**src/rtl/fb_pkg.sv**
```systemverilog
// Shared frame-buffer constants, control codes and writer state encoding.
// The scroll states exist only when FB_WRITER_SCROLL_EN is defined.
package fb_pkg;

  localparam int unsigned ADDR_W        = 16;
  localparam logic [15:0] FB_BASE       = 16'h3000;
  localparam int unsigned COLS          = 80;
  localparam int unsigned ROWS          = 60;
  localparam int unsigned WORDS_PER_ROW = 40;
  localparam int unsigned FB_WORDS      = 2400;
  localparam int unsigned IDX_W         = 12;
  localparam logic [7:0]  BLANK_GLYPH   = 8'h00;

  localparam logic [7:0] CH_NL = 8'h0A;
  localparam logic [7:0] CH_CR = 8'h0D;
  localparam logic [7:0] CH_BS = 8'h08;
  localparam logic [7:0] CH_FF = 8'h0C;

  typedef enum logic [3:0] {
    S_IDLE,
    S_RD,
    S_RW,
    S_WR,
    S_ADV,
    S_CLR
`ifdef FB_WRITER_SCROLL_EN
    ,
    S_SCR_RD,
    S_SCR_RW,
    S_SCR_WR,
    S_SCR_FILL
`endif
  } state_e;

  // Cursor update applied in the ADV state.
  typedef enum logic [1:0] {
    OP_NONE,
    OP_INC,
    OP_NL,
    OP_CR
  } adv_op_e;

endpackage

```
**src/rtl/fb_text_writer_if.sv**
```systemverilog
// Character stream handshake plus single-port frame-buffer RAM bus.
// master = the text writer, slave = producer/RAM side.
interface fb_text_writer_if #(
  parameter int unsigned ADDR_WIDTH = 16
);
  logic [7:0]            char_in;
  logic                  char_valid;
  logic                  char_ready;
  logic [ADDR_WIDTH-1:0] mem_addr;
  logic [15:0]           mem_wdata;
  logic                  mem_we;
  logic [15:0]           mem_rdata;

  modport master (
    input  char_in, char_valid, mem_rdata,
    output char_ready, mem_addr, mem_wdata, mem_we
  );

  modport slave (
    output char_in, char_valid, mem_rdata,
    input  char_ready, mem_addr, mem_wdata, mem_we
  );
endinterface

```
**src/rtl/fb_cell_addr.sv**
```systemverilog
// Combinational (row, col) -> frame-buffer word address and byte lane.
// Row stride is a fixed 40 words, built as (row<<5)+(row<<3).
module fb_cell_addr #(
  parameter int unsigned          ADDR_WIDTH = 16,
  parameter logic [ADDR_WIDTH-1:0] BASE      = 16'h3000
) (
  input  logic [5:0]            row_i,
  input  logic [6:0]            col_i,
  output logic [ADDR_WIDTH-1:0] addr_c_o,
  output logic                  hi_sel_c_o
);

  logic [ADDR_WIDTH-1:0] row_off_c;

  always_comb begin
    row_off_c  = (ADDR_WIDTH'(row_i) << 5) + (ADDR_WIDTH'(row_i) << 3);
    addr_c_o   = BASE + row_off_c + ADDR_WIDTH'(col_i[6:1]);
    hi_sel_c_o = ~col_i[0];
  end

endmodule

```
**src/rtl/fb_text_writer.sv**
```systemverilog
// Byte-stream text writer: packs glyphs into the character frame buffer,
// owns the cursor, handles wrap/backspace/clear. Scroll via FB_WRITER_SCROLL_EN.
module fb_text_writer #(
  parameter int unsigned           ADDR_WIDTH  = 16,
  parameter logic [ADDR_WIDTH-1:0] FB_BASE     = ADDR_WIDTH'(fb_pkg::FB_BASE),
  parameter int unsigned           COLS        = fb_pkg::COLS,
  parameter int unsigned           ROWS        = fb_pkg::ROWS,
  parameter logic [7:0]            BLANK_GLYPH = fb_pkg::BLANK_GLYPH
) (
  input  logic                 clk,
  input  logic                 reset,
  fb_text_writer_if.master     bus,
  output logic [6:0]           cursor_col,
  output logic [5:0]           cursor_row,
  output logic                 busy
);
  import fb_pkg::*;

  localparam int unsigned       ROW_WORDS = COLS / 2;
  localparam int unsigned       CNT_W     = 12;
  localparam logic [CNT_W-1:0]  LAST_WORD = CNT_W'(ROWS * ROW_WORDS - 1);
  localparam logic [6:0]        LAST_COL  = 7'(COLS - 1);
  localparam logic [5:0]        LAST_ROW  = 6'(ROWS - 1);
`ifdef FB_WRITER_SCROLL_EN
  localparam logic [CNT_W-1:0]  LAST_COPY = CNT_W'((ROWS - 1) * ROW_WORDS - 1);
`endif

  state_e                state_q, state_d;
  adv_op_e               op_q, op_d;
  logic [6:0]            col_q, col_d;
  logic [5:0]            row_q, row_d;
  logic [ADDR_WIDTH-1:0] addr_q, addr_d;
  logic [15:0]           wdata_q, wdata_d;
  logic                  we_q, we_d;
  logic                  ready_q, ready_d;
  logic                  busy_q, busy_d;
  logic [CNT_W-1:0]      idx_q, idx_d;
  logic [7:0]            glyph_q, glyph_d;
  logic                  hi_q, hi_d;

  logic [6:0]            back_col_c, cell_col_c;
  logic [5:0]            back_row_c, cell_row_c;
  logic [ADDR_WIDTH-1:0] cell_addr_c;
  logic                  cell_hi_c;
  logic                  adv_row_c;

  // Backspace addresses the cell before the cursor; everything else the cursor.
  always_comb begin
    back_col_c = (col_q == 7'd0) ? LAST_COL : col_q - 7'd1;
    back_row_c = (col_q == 7'd0) ? row_q - 6'd1 : row_q;
    cell_col_c = (bus.char_in == CH_BS) ? back_col_c : col_q;
    cell_row_c = (bus.char_in == CH_BS) ? back_row_c : row_q;
  end

  fb_cell_addr #(
    .ADDR_WIDTH (ADDR_WIDTH),
    .BASE       (FB_BASE)
  ) u_cell_addr (
    .row_i      (cell_row_c),
    .col_i      (cell_col_c),
    .addr_c_o   (cell_addr_c),
    .hi_sel_c_o (cell_hi_c)
  );

  // Next-state and registered-output logic.
  always_comb begin
    state_d   = state_q;
    op_d      = op_q;
    col_d     = col_q;
    row_d     = row_q;
    addr_d    = addr_q;
    wdata_d   = wdata_q;
    we_d      = 1'b0;
    idx_d     = idx_q;
    glyph_d   = glyph_q;
    hi_d      = hi_q;
    adv_row_c = 1'b0;

    case (state_q)
      S_IDLE: begin
        if (bus.char_valid && ready_q) begin
          case (bus.char_in)
            CH_NL: begin
              op_d    = OP_NL;
              state_d = S_ADV;
            end
            CH_CR: begin
              op_d    = OP_CR;
              state_d = S_ADV;
            end
            CH_BS: begin
              op_d = OP_NONE;
              if (col_q == 7'd0 && row_q == 6'd0) begin
                state_d = S_ADV;
              end else begin
                col_d   = back_col_c;
                row_d   = back_row_c;
                addr_d  = cell_addr_c;
                hi_d    = cell_hi_c;
                glyph_d = BLANK_GLYPH;
                state_d = S_RD;
              end
            end
            CH_FF: begin
              addr_d  = FB_BASE;
              wdata_d = {BLANK_GLYPH, BLANK_GLYPH};
              we_d    = 1'b1;
              idx_d   = '0;
              state_d = S_CLR;
            end
            default: begin
              addr_d  = cell_addr_c;
              hi_d    = cell_hi_c;
              glyph_d = bus.char_in;
              op_d    = OP_INC;
              state_d = S_RD;
            end
          endcase
        end
      end

      S_RD: state_d = S_RW;

      S_RW: begin
        wdata_d = hi_q ? {glyph_q, bus.mem_rdata[7:0]} : {bus.mem_rdata[15:8], glyph_q};
        we_d    = 1'b1;
        state_d = S_WR;
      end

      S_WR: state_d = S_ADV;

      S_ADV: begin
        state_d = S_IDLE;
        case (op_q)
          OP_NL: begin
            col_d     = 7'd0;
            adv_row_c = 1'b1;
          end
          OP_CR: col_d = 7'd0;
          OP_INC: begin
            if (col_q == LAST_COL) begin
              col_d     = 7'd0;
              adv_row_c = 1'b1;
            end else begin
              col_d = col_q + 7'd1;
            end
          end
          default: ;
        endcase
        if (adv_row_c) begin
          if (row_q != LAST_ROW) begin
            row_d = row_q + 6'd1;
          end else begin
`ifdef FB_WRITER_SCROLL_EN
            addr_d  = FB_BASE + ADDR_WIDTH'(ROW_WORDS);
            idx_d   = '0;
            state_d = S_SCR_RD;
`else
            row_d = 6'd0;
`endif
          end
        end
      end

      S_CLR: begin
        if (idx_q == LAST_WORD) begin
          col_d   = 7'd0;
          row_d   = 6'd0;
          state_d = S_IDLE;
        end else begin
          idx_d  = idx_q + CNT_W'(1);
          addr_d = addr_q + ADDR_WIDTH'(1);
          we_d   = 1'b1;
        end
      end

`ifdef FB_WRITER_SCROLL_EN
      S_SCR_RD: state_d = S_SCR_RW;

      S_SCR_RW: begin
        wdata_d = bus.mem_rdata;
        addr_d  = FB_BASE + ADDR_WIDTH'(idx_q);
        we_d    = 1'b1;
        state_d = S_SCR_WR;
      end

      // After the last copy the bottom row is blanked in one word per cycle.
      S_SCR_WR: begin
        idx_d = idx_q + CNT_W'(1);
        if (idx_q == LAST_COPY) begin
          addr_d  = addr_q + ADDR_WIDTH'(1);
          wdata_d = {BLANK_GLYPH, BLANK_GLYPH};
          we_d    = 1'b1;
          state_d = S_SCR_FILL;
        end else begin
          addr_d  = addr_q + ADDR_WIDTH'(ROW_WORDS + 1);
          state_d = S_SCR_RD;
        end
      end

      S_SCR_FILL: begin
        if (idx_q == LAST_WORD) begin
          state_d = S_IDLE;
        end else begin
          idx_d  = idx_q + CNT_W'(1);
          addr_d = addr_q + ADDR_WIDTH'(1);
          we_d   = 1'b1;
        end
      end
`endif

      default: state_d = S_IDLE;
    endcase

    ready_d = (state_d == S_IDLE);
    busy_d  = ~ready_d;
  end

  // State and output registers; reset aborts any transfer in flight.
  always_ff @(posedge clk) begin
    if (reset) begin
      state_q <= S_IDLE;
      op_q    <= OP_NONE;
      col_q   <= 7'd0;
      row_q   <= 6'd0;
      addr_q  <= FB_BASE;
      wdata_q <= 16'h0000;
      we_q    <= 1'b0;
      ready_q <= 1'b1;
      busy_q  <= 1'b0;
      idx_q   <= '0;
      glyph_q <= 8'h00;
      hi_q    <= 1'b0;
    end else begin
      state_q <= state_d;
      op_q    <= op_d;
      col_q   <= col_d;
      row_q   <= row_d;
      addr_q  <= addr_d;
      wdata_q <= wdata_d;
      we_q    <= we_d;
      ready_q <= ready_d;
      busy_q  <= busy_d;
      idx_q   <= idx_d;
      glyph_q <= glyph_d;
      hi_q    <= hi_d;
    end
  end

  assign bus.char_ready = ready_q;
  assign bus.mem_addr   = addr_q;
  assign bus.mem_wdata  = wdata_q;
  assign bus.mem_we     = we_q;
  assign cursor_col     = col_q;
  assign cursor_row     = row_q;
  assign busy           = busy_q;

endmodule

```
**src/flat_wrapper.sv**
```systemverilog
// flat-port wrapper written by rule: the top's interface ports become plain ports
module fb_text_writer_flat import fb_pkg::*;
#(
  parameter int unsigned           ADDR_WIDTH  = 16,
  parameter logic [ADDR_WIDTH-1:0] FB_BASE     = ADDR_WIDTH'(fb_pkg::FB_BASE),
  parameter int unsigned           COLS        = fb_pkg::COLS,
  parameter int unsigned           ROWS        = fb_pkg::ROWS,
  parameter logic [7:0]            BLANK_GLYPH = fb_pkg::BLANK_GLYPH
)
  (clk, reset, cursor_col, cursor_row, busy, bus_char_in, bus_char_valid, bus_mem_rdata, bus_char_ready, bus_mem_addr, bus_mem_wdata, bus_mem_we);
  fb_text_writer_if #(.ADDR_WIDTH(ADDR_WIDTH)) bus_i ();
  input  logic clk;
  input  logic reset;
  output logic [6:0] cursor_col;
  output logic [5:0] cursor_row;
  output logic busy;
  input wire logic [$bits(bus_i.char_in)-1:0] bus_char_in;
  input wire logic [$bits(bus_i.char_valid)-1:0] bus_char_valid;
  input wire logic [$bits(bus_i.mem_rdata)-1:0] bus_mem_rdata;
  output wire logic [$bits(bus_i.char_ready)-1:0] bus_char_ready;
  output wire logic [$bits(bus_i.mem_addr)-1:0] bus_mem_addr;
  output wire logic [$bits(bus_i.mem_wdata)-1:0] bus_mem_wdata;
  output wire logic [$bits(bus_i.mem_we)-1:0] bus_mem_we;
  assign bus_i.char_in = bus_char_in;
  assign bus_i.char_valid = bus_char_valid;
  assign bus_i.mem_rdata = bus_mem_rdata;
  assign bus_char_ready = bus_i.char_ready;
  assign bus_mem_addr = bus_i.mem_addr;
  assign bus_mem_wdata = bus_i.mem_wdata;
  assign bus_mem_we = bus_i.mem_we;
  fb_text_writer #(.ADDR_WIDTH(ADDR_WIDTH), .FB_BASE(FB_BASE), .COLS(COLS), .ROWS(ROWS), .BLANK_GLYPH(BLANK_GLYPH)) u_core (.clk(clk), .reset(reset), .bus(bus_i), .cursor_col(cursor_col), .cursor_row(cursor_row), .busy(busy));
endmodule
```
**config.mk**
```make
export PLATFORM = sky130hd
export DESIGN_NAME = fb_text_writer_flat
export DESIGN_NICKNAME = d
export VERILOG_FILES = /design/src/rtl/fb_pkg.sv /design/src/rtl/fb_text_writer_if.sv /design/src/rtl/fb_cell_addr.sv /design/src/rtl/fb_text_writer.sv /design/src/flat_wrapper.sv
export SDC_FILE = /design/constraint.sdc
export NUM_CORES = 1
export LEC_CHECK = 0
export CAP_MARGIN = 20
export CELL_PAD_IN_SITES_DETAIL_PLACEMENT = 1
export CELL_PAD_IN_SITES_GLOBAL_PLACEMENT = 2
export CORE_UTILIZATION = 32
export DETAILED_ROUTE_END_ITERATION = 10
export PLACE_DENSITY_LB_ADDON = 0.1
export SKIP_LAST_GASP = 1
export SYNTH_ARGS = -nofsm -noshare
export SYNTH_HDL_FRONTEND = slang
export SYNTH_SLANG_ARGS = --single-unit
```
**constraint.sdc**
```tcl
create_clock -name clk -period 4.7 [get_ports clk]
set_clock_uncertainty 0.15 [all_clocks]
set_input_delay 0.705 -clock clk [delete_from_list [all_inputs] [get_ports clk]]
set_output_delay 0.705 -clock clk [all_outputs]
set_load 0.01 [all_outputs]
```
==> flow_metrics.env, run 1 <==
export IMPL_run_status="completed"
export IMPL_startpoint_type="primary input"
export IMPL_wl_um=14900
export IMPL_clk_latency_ns=0.35
export IMPL_gr_total_overflow=0
export IMPL_max_cap_viol_count=0
export IMPL_ctsLongestPathBuffers=2
export IMPL_instances_no_fill=843
export IMPL_min_path_cells=1
export IMPL_timing_slew_headroom_pct=47.0
export IMPL_n_fill_cell=1767
export IMPL_avgSynthCellArea_um2=8.11
export IMPL_r2r_start="u_core.cursor_col[0]$_SDFFE_PP0P_"
export IMPL_crit_arrival_ns=4.46
export IMPL_drive_gt1_share_pct=11.4
export IMPL_r2r_end="u_core.bus.mem_addr[10]$_SDFFE_PP0P_"
export IMPL_io_buffer_count=74
export IMPL_setup_viol=0
export IMPL_antenna_found_initial=0
export IMPL_diodes=0
export IMPL_hp_start="u_core.bus.mem_addr[15]$_SDFFE_PP0P_"
export IMPL_finalMaxSlewViolations=0
export IMPL_p_leak_nw=2.26
export IMPL_fin_ws_ns=0.342
export IMPL_ys_types=76
export IMPL_ys_seq_area_share_pct=31.6
export IMPL_async_flop_share_pct=0
export IMPL_synthCells=586
export IMPL_design_area_um2=5980
export IMPL_rsz0062_at_grt="no"
export IMPL_die_area_um2=15300
export IMPL_synth_top_area_share_pct=31.6
export IMPL_syn_num_nets=631
export IMPL_clock_sinks=75
export IMPL_total_power_w=0.00172
export IMPL_placed_cells=826
export IMPL_worstSetupPathType="in -> reg"
export IMPL_tritoncts="yes"
export IMPL_fin_nets=699
export IMPL_crit_buf_inv=1
export IMPL_yosys_warnings=0
export IMPL_crit_start="bus_char_in[1]"
export IMPL_areaGrowthSynthToFinish_pct=25.9
export IMPL_grt_pass1_vias=4600
export IMPL_synth_seq_cells=75
export IMPL_slowest_stage="clkdlybuf4s50_1"
export IMPL_holdPathEnd="u_core.bus.mem_addr[15]$_SDFFE_PP0P_"
export IMPL_tightest_slew_ns=0.788
export IMPL_drt_iter0_drc=187
export IMPL_numCtsBuffers=9
export IMPL_min_path_type="reg -> reg"
export IMPL_grt_max_degree=36
export IMPL_grt_pass1_wl_um=24100
export IMPL_synth_common_cells="nor2_1, dfxtp_1, nand2_1, a21oi_1"
export IMPL_dp_hpwl_um=11100
export IMPL_hold_viol_final=0
export IMPL_ctsRootBufferMaster="clkbuf_16"
export IMPL_ys_flop_type="dfxtp_1"
export IMPL_holdBufCountCts=0
export IMPL_vias=4602
export IMPL_worstPathRequired_ns=4.81
export IMPL_power_density_nw_per_um2=287
export IMPL_core_rowCount=44
export IMPL_critical_path_peak_fanout=6
export IMPL_min_period_over_period_pct=92.7
export IMPL_rrSetupSlack_ns=0.53
export IMPL_synth_top_cells_by_area="dfxtp_1, nor2_1, ha_1, mux2_2, a22oi_1"
export IMPL_synth_edf_count=0
export IMPL_via_per_inst=5.46
export IMPL_critPathMaxStageDelay_ns=0.54
export IMPL_fmax_mhz=229
export IMPL_finalCriticalPeriod_ns=4.36
export IMPL_die_w_um=124
export IMPL_wire_per_inst_um=17.7
export IMPL_drc=0
export IMPL_cts_max_level=3
export IMPL_synth_most_common_cell="nor2_1"
export IMPL_final_util_pct=41.2
export IMPL_syn_area_um2=4750
export IMPL_die_h_um=124
export IMPL_place_gp_congestion=0.805
export IMPL_cp_end_kind="register"
export IMPL_pin_count=75
export IMPL_cpLargestDelayFamily="simple AND/OR/NAND/NOR gates"
export IMPL_placed_cell_area_um2=5670
export IMPL_ir_drop_mv=0.178
export IMPL_r2r_cells=15
export IMPL_initial_core_util_pct=32.7
export IMPL_synth_top_area_cell="dfxtp_1"
export IMPL_ant_nets=0
export IMPL_coreArea_um2=14500
export IMPL_dpl_worst_slack_ns=-0.00326
export IMPL_grt_use_total_pct=20.5
export IMPL_dr_pass1_iters=6
export IMPL_crit_chain="clkdlybuf4s50_1 -> nor4b_2 -> nand4_4 -> xnor2_1 -> ha_1 -> ha_1 -> a21oi_1 -> and2b_2 -> and3_4 -> o311ai_1 -> o311ai_1 -> or3b_1 -> a311oi_1"
export IMPL_clkTransAtPathRegs_ns=0.06
-- metrics by stage --
stage,hold slack [ns],setup TNS [ns]
final,0.329,0
after detailed placement,0.325,-0.00326
after floorplan,0.289,0
after global placement,0.316,0
after global routing,0.359,0
after CTS,0.334,0
-- state kept, by name (all words and copies together) (netlist names), 2 cells and up, named ones only --
register / flops
u_core.bus.mem_addr: 16
u_core.bus.mem_wdata: 16
u_core.idx_q: 12
u_core.glyph_q: 8
u_core.cursor_col: 7
u_core.cursor_row: 5
u_core.state_q: 4
u_core.op_q: 2
-- routing by layer --
metal / vias to the layer above / global-route usage (%) / wire length, um
met3: 13 / 3.02 / 471
met5: - / 0 / 0
met2: 73 / 32.2 / 6880
li1: 2261 / - / -
met4: 0 / 7.76 / 241
met1: 2255 / 28.3 / 7340
-- how the worst max path moves through the flow --
stage,to,cells past startpoint
2_1_floorplan,u_core.bus.mem_addr[10]$_SDFFE_PP0P_,15
3_3_place_gp,u_core.bus.mem_addr[10]$_SDFFE_PP0P_,13
3_5_place_dp,u_core.bus.mem_addr[10]$_SDFFE_PP0P_,13
4_1_cts,u_core.bus.mem_addr[10]$_SDFFE_PP0P_,13
5_1_grt,u_core.bus.mem_addr[10]$_SDFFE_PP0P_,13
6_report,u_core.bus.mem_addr[10]$_SDFFE_PP0P_,13
-- cell usage in the layout, fill, tap and decap left out, types with 13 or more instances in the layout --
cell type        count
nor2_1              90
dfxtp_1             75
clkdlybuf4s50_1     73
nand2_1             39
a21oi_1             35
nand3_1             24
a22oi_1             24
o21ai_0             23
inv_1               19
mux2_2              17
ha_1                17
buf_4               15
and3_1              14
xnor2_1             13
-- area by class of cell --
cell class	instances	area (um2)	area share, %
flip-flops and latches	75	1500	25.1
multi-input cells	458	3010	50.3
inverters	19	71.3	1.19
well taps	184	230	3.85
clock buffers	11	243	4.06
clock inverters	5	62.6	1.05
repair buffers	91	865	14.5
-- kinds of logic (layout without fill, tap and decap cells) --
group | after synthesis | after routing | synth area share (%)
multiplexers | 28 | 28 | 6.87
adder cells (fa/ha/maj) | 18 | 18 | 4.90
AND/OR/NAND/NOR | 240 | 240 | 26.5
buffers and inverters | 53 | 126 | 5.29
AO/OA/AOI/OAI | 147 | 147 | 20.4
flip-flops | 75 | 75 | 31.6
XOR/XNOR | 24 | 24 | 4.42
other | 1 | 1 | 0.0789
-- where the power goes --
part | leakage (nW) | switching (W) | internal, W
Combinational | 1.51 | 0.000159 | 0.000145
Sequential | 0.608 | 0.0000359 | 0.000653
Clock | 0.142 | 0.000295 | 0.000428
-- what timing repair did --
action | 4_1_cts | 5_1_grt
setup buffers | 0 | 0
gates resized for setup | 0 | 1
endpoints found under the setup margin | 0 | 1
endpoints found under the hold margin | 0 | 0
Note: power is estimated with default switching activity, not from simulation.
==> inputs of run 2 (changes only) <==
--- a/config.mk
+++ b/config.mk
@@ -8,9 +8,10 @@
 export CAP_MARGIN = 20
 export CELL_PAD_IN_SITES_DETAIL_PLACEMENT = 1
 export CELL_PAD_IN_SITES_GLOBAL_PLACEMENT = 2
-export CORE_UTILIZATION = 32
+export CORE_UTILIZATION = 34
 export DETAILED_ROUTE_END_ITERATION = 10
 export PLACE_DENSITY_LB_ADDON = 0.1
+export SKIP_CTS_REPAIR_TIMING = 1
 export SKIP_LAST_GASP = 1
 export SYNTH_ARGS = -nofsm -noshare
 export SYNTH_HDL_FRONTEND = slang
==> constraint.sdc (replaced) <==
create_clock -name clk -period 5.3 [get_ports clk]
set_clock_uncertainty 0.15 [all_clocks]
set_input_delay 0.795 -clock clk [delete_from_list [all_inputs] [get_ports clk]]
set_output_delay 0.795 -clock clk [all_outputs]
set_load 0.01 [all_outputs]
==> flow_metrics.env, run 2 (synthesis gave the netlist of run 1 again) <==
export IMPL_drc=0
export IMPL_timing_slew_headroom_pct=40.4
export IMPL_initial_core_util_pct=35.3
export IMPL_dp_hpwl_um=10900
export IMPL_clkTransAtPathRegs_ns=0.06
export IMPL_placed_cell_area_um2=5570
export IMPL_clk_latency_ns=0.35
export IMPL_drive_gt1_share_pct=9.72
export IMPL_min_period_over_period_pct=85.4
export IMPL_finalMaxSlewViolations=0
export IMPL_antenna_found_initial=0
export IMPL_worstPathRequired_ns=5.41
export IMPL_wl_um=14800
export IMPL_ant_nets=0
export IMPL_cts_max_level=3
export IMPL_die_w_um=120
export IMPL_crit_arrival_ns=4.63
export IMPL_io_buffer_count=74
export IMPL_setup_viol=0
export IMPL_coreArea_um2=13500
export IMPL_holdWs_ns=0.356
export IMPL_fin_nets=688
export IMPL_tightest_slew_ns=0.894
export IMPL_final_common_cell="nor2_1"
export IMPL_grt_use_total_pct=21.2
export IMPL_min_path_type="reg -> reg"
export IMPL_power_density_nw_per_um2=264
export IMPL_startpoint_type="primary input"
export IMPL_p_leak_nw=2.23
export IMPL_diodes=0
export IMPL_design_area_um2=5910
export IMPL_fmax_mhz=221
export IMPL_vias=4556
export IMPL_areaGrowthSynthToFinish_pct=24.3
export IMPL_place_gp_congestion=0.853
export IMPL_clock_sinks=75
export IMPL_ctsLongestPathBuffers=2
export IMPL_grt_pass1_vias=4574
export IMPL_run_status="completed"
export IMPL_hold_viol_final=0
export IMPL_finalCriticalPeriod_ns=4.53
export IMPL_instances_no_fill=824
export IMPL_r2r_cells=15
export IMPL_cp_end_kind="register"
export IMPL_numCtsBuffers=9
export IMPL_grt_pass1_wl_um=24100
export IMPL_max_cap_viol_count=0
export IMPL_dr_pass1_iters=4
export IMPL_min_path_cells=1
export IMPL_core_rowCount=42
export IMPL_rsz0062_at_grt="no"
export IMPL_final_cell_mix="nor2_1, dfxtp_1, clkdlybuf4s50_1"
export IMPL_final_util_pct=43.9
export IMPL_worstSetupPathType="in -> reg"
export IMPL_ir_drop_mv=0.159
export IMPL_critical_path_peak_fanout=9
export IMPL_grt_max_degree=35
export IMPL_via_per_inst=5.53
export IMPL_drt_iter0_drc=266
export IMPL_ctsRootBufferMaster="clkbuf_16"
export IMPL_placed_cells=807
export IMPL_die_area_um2=14500
export IMPL_tns_ns=0
export IMPL_die_h_um=120
export IMPL_wire_per_inst_um=17.9
export IMPL_gr_total_overflow=0
export IMPL_tritoncts="yes"
export IMPL_pin_count=75
==> run 2: cell count changes in the layout (fill, tap and decap cells not counted) <==
cell | previous run | this run
clkinvlp_4 | 2 | 0
bufinv_16 | 1 | 2
nor2_2 | 1 | 0
buf_4 | 15 | 5
nor2_1 | 90 | 91
clkinv_4 | 2 | 3
buf_6 | 1 | 0
==> run 2: routing by layer <==
| layer | vias up | part of all wire, % | track usage [%] |
|---|---|---|---|
| met5 | - | 0 | 0 |
| met4 | 0 | 1.6 | 7.10 |
| li1 | 2227 | - | - |
| met2 | 79 | 46 | 33.8 |
| met3 | 16 | 3.9 | 3.87 |
| met1 | 2234 | 49 | 28.8 |
==> run 2: worst max-delay path, stage by stage <==
cell	delay, ns
clkdlybuf4s50_1	0.50
nor2_1	0.21
nand3_1	0.20
nor2b_1	0.24
buf_4	0.19
nand2_1	0.08
nor3_1	0.19
a21o_1	0.15
ha_1	0.24
a21o_1	0.18
a21oi_1	0.23
and2b_2	0.26
and3_4	0.18
o311ai_1	0.21
o311ai_1	0.16
or3b_1	0.37
a311oi_1	0.25
==> run 2: final timing paths <==
| path | endpoint | startpoint | slack, ns |
|---|---|---|---|
| max | u_core.bus.mem_addr[10]$_SDFFE_PP0P_ | bus_char_in[5] | 0.77 |
| min | u_core.bus.mem_addr[15]$_SDFFE_PP0P_ | u_core.bus.mem_addr[15]$_SDFFE_PP0P_ | 0.36 |
| max reg2reg | u_core.bus.mem_addr[10]$_SDFFE_PP0P_ | u_core.cursor_col[0]$_SDFFE_PP0P_ | 0.82 |
| min reg2reg | u_core.bus.mem_addr[15]$_SDFFE_PP0P_ | u_core.bus.mem_addr[15]$_SDFFE_PP0P_ | 0.36 |
==> run 2: stage by stage <==
| stage | total power, W | setup slack [ns] |
|---|---|---|
| 6_report | 0.00156 | 0.773 |
| 5_1_grt | 0.00163 | 0.452 |
| 4_1_cts | 0.00158 | 0.764 |
| 3_5_place_dp | 0.000886 | 0.408 |
| 3_3_place_gp | 0.000882 | 0.567 |
| 2_1_floorplan | 0.000793 | 1.13 |
==> run 2: cell type report <==
| cell class | instances | area, um2 |
|---|---|---|
| fillers | 1637 | 7550 |
| repair buffers | 80 | 778 |
| clock inverters | 5 | 86.3 |
| inverters | 19 | 71.3 |
| flip-flops and latches | 75 | 1500 |
| clock buffers | 11 | 243 |
| multi-input cells | 458 | 3010 |
| well taps | 176 | 220 |
==> run 2: power by group <==
part           internal [W]  switching [W]  leakage [nW]
clock network      0.000428       0.000257         0.160
registers          0.000580      0.0000321         0.608
logic              0.000122       0.000140          1.46
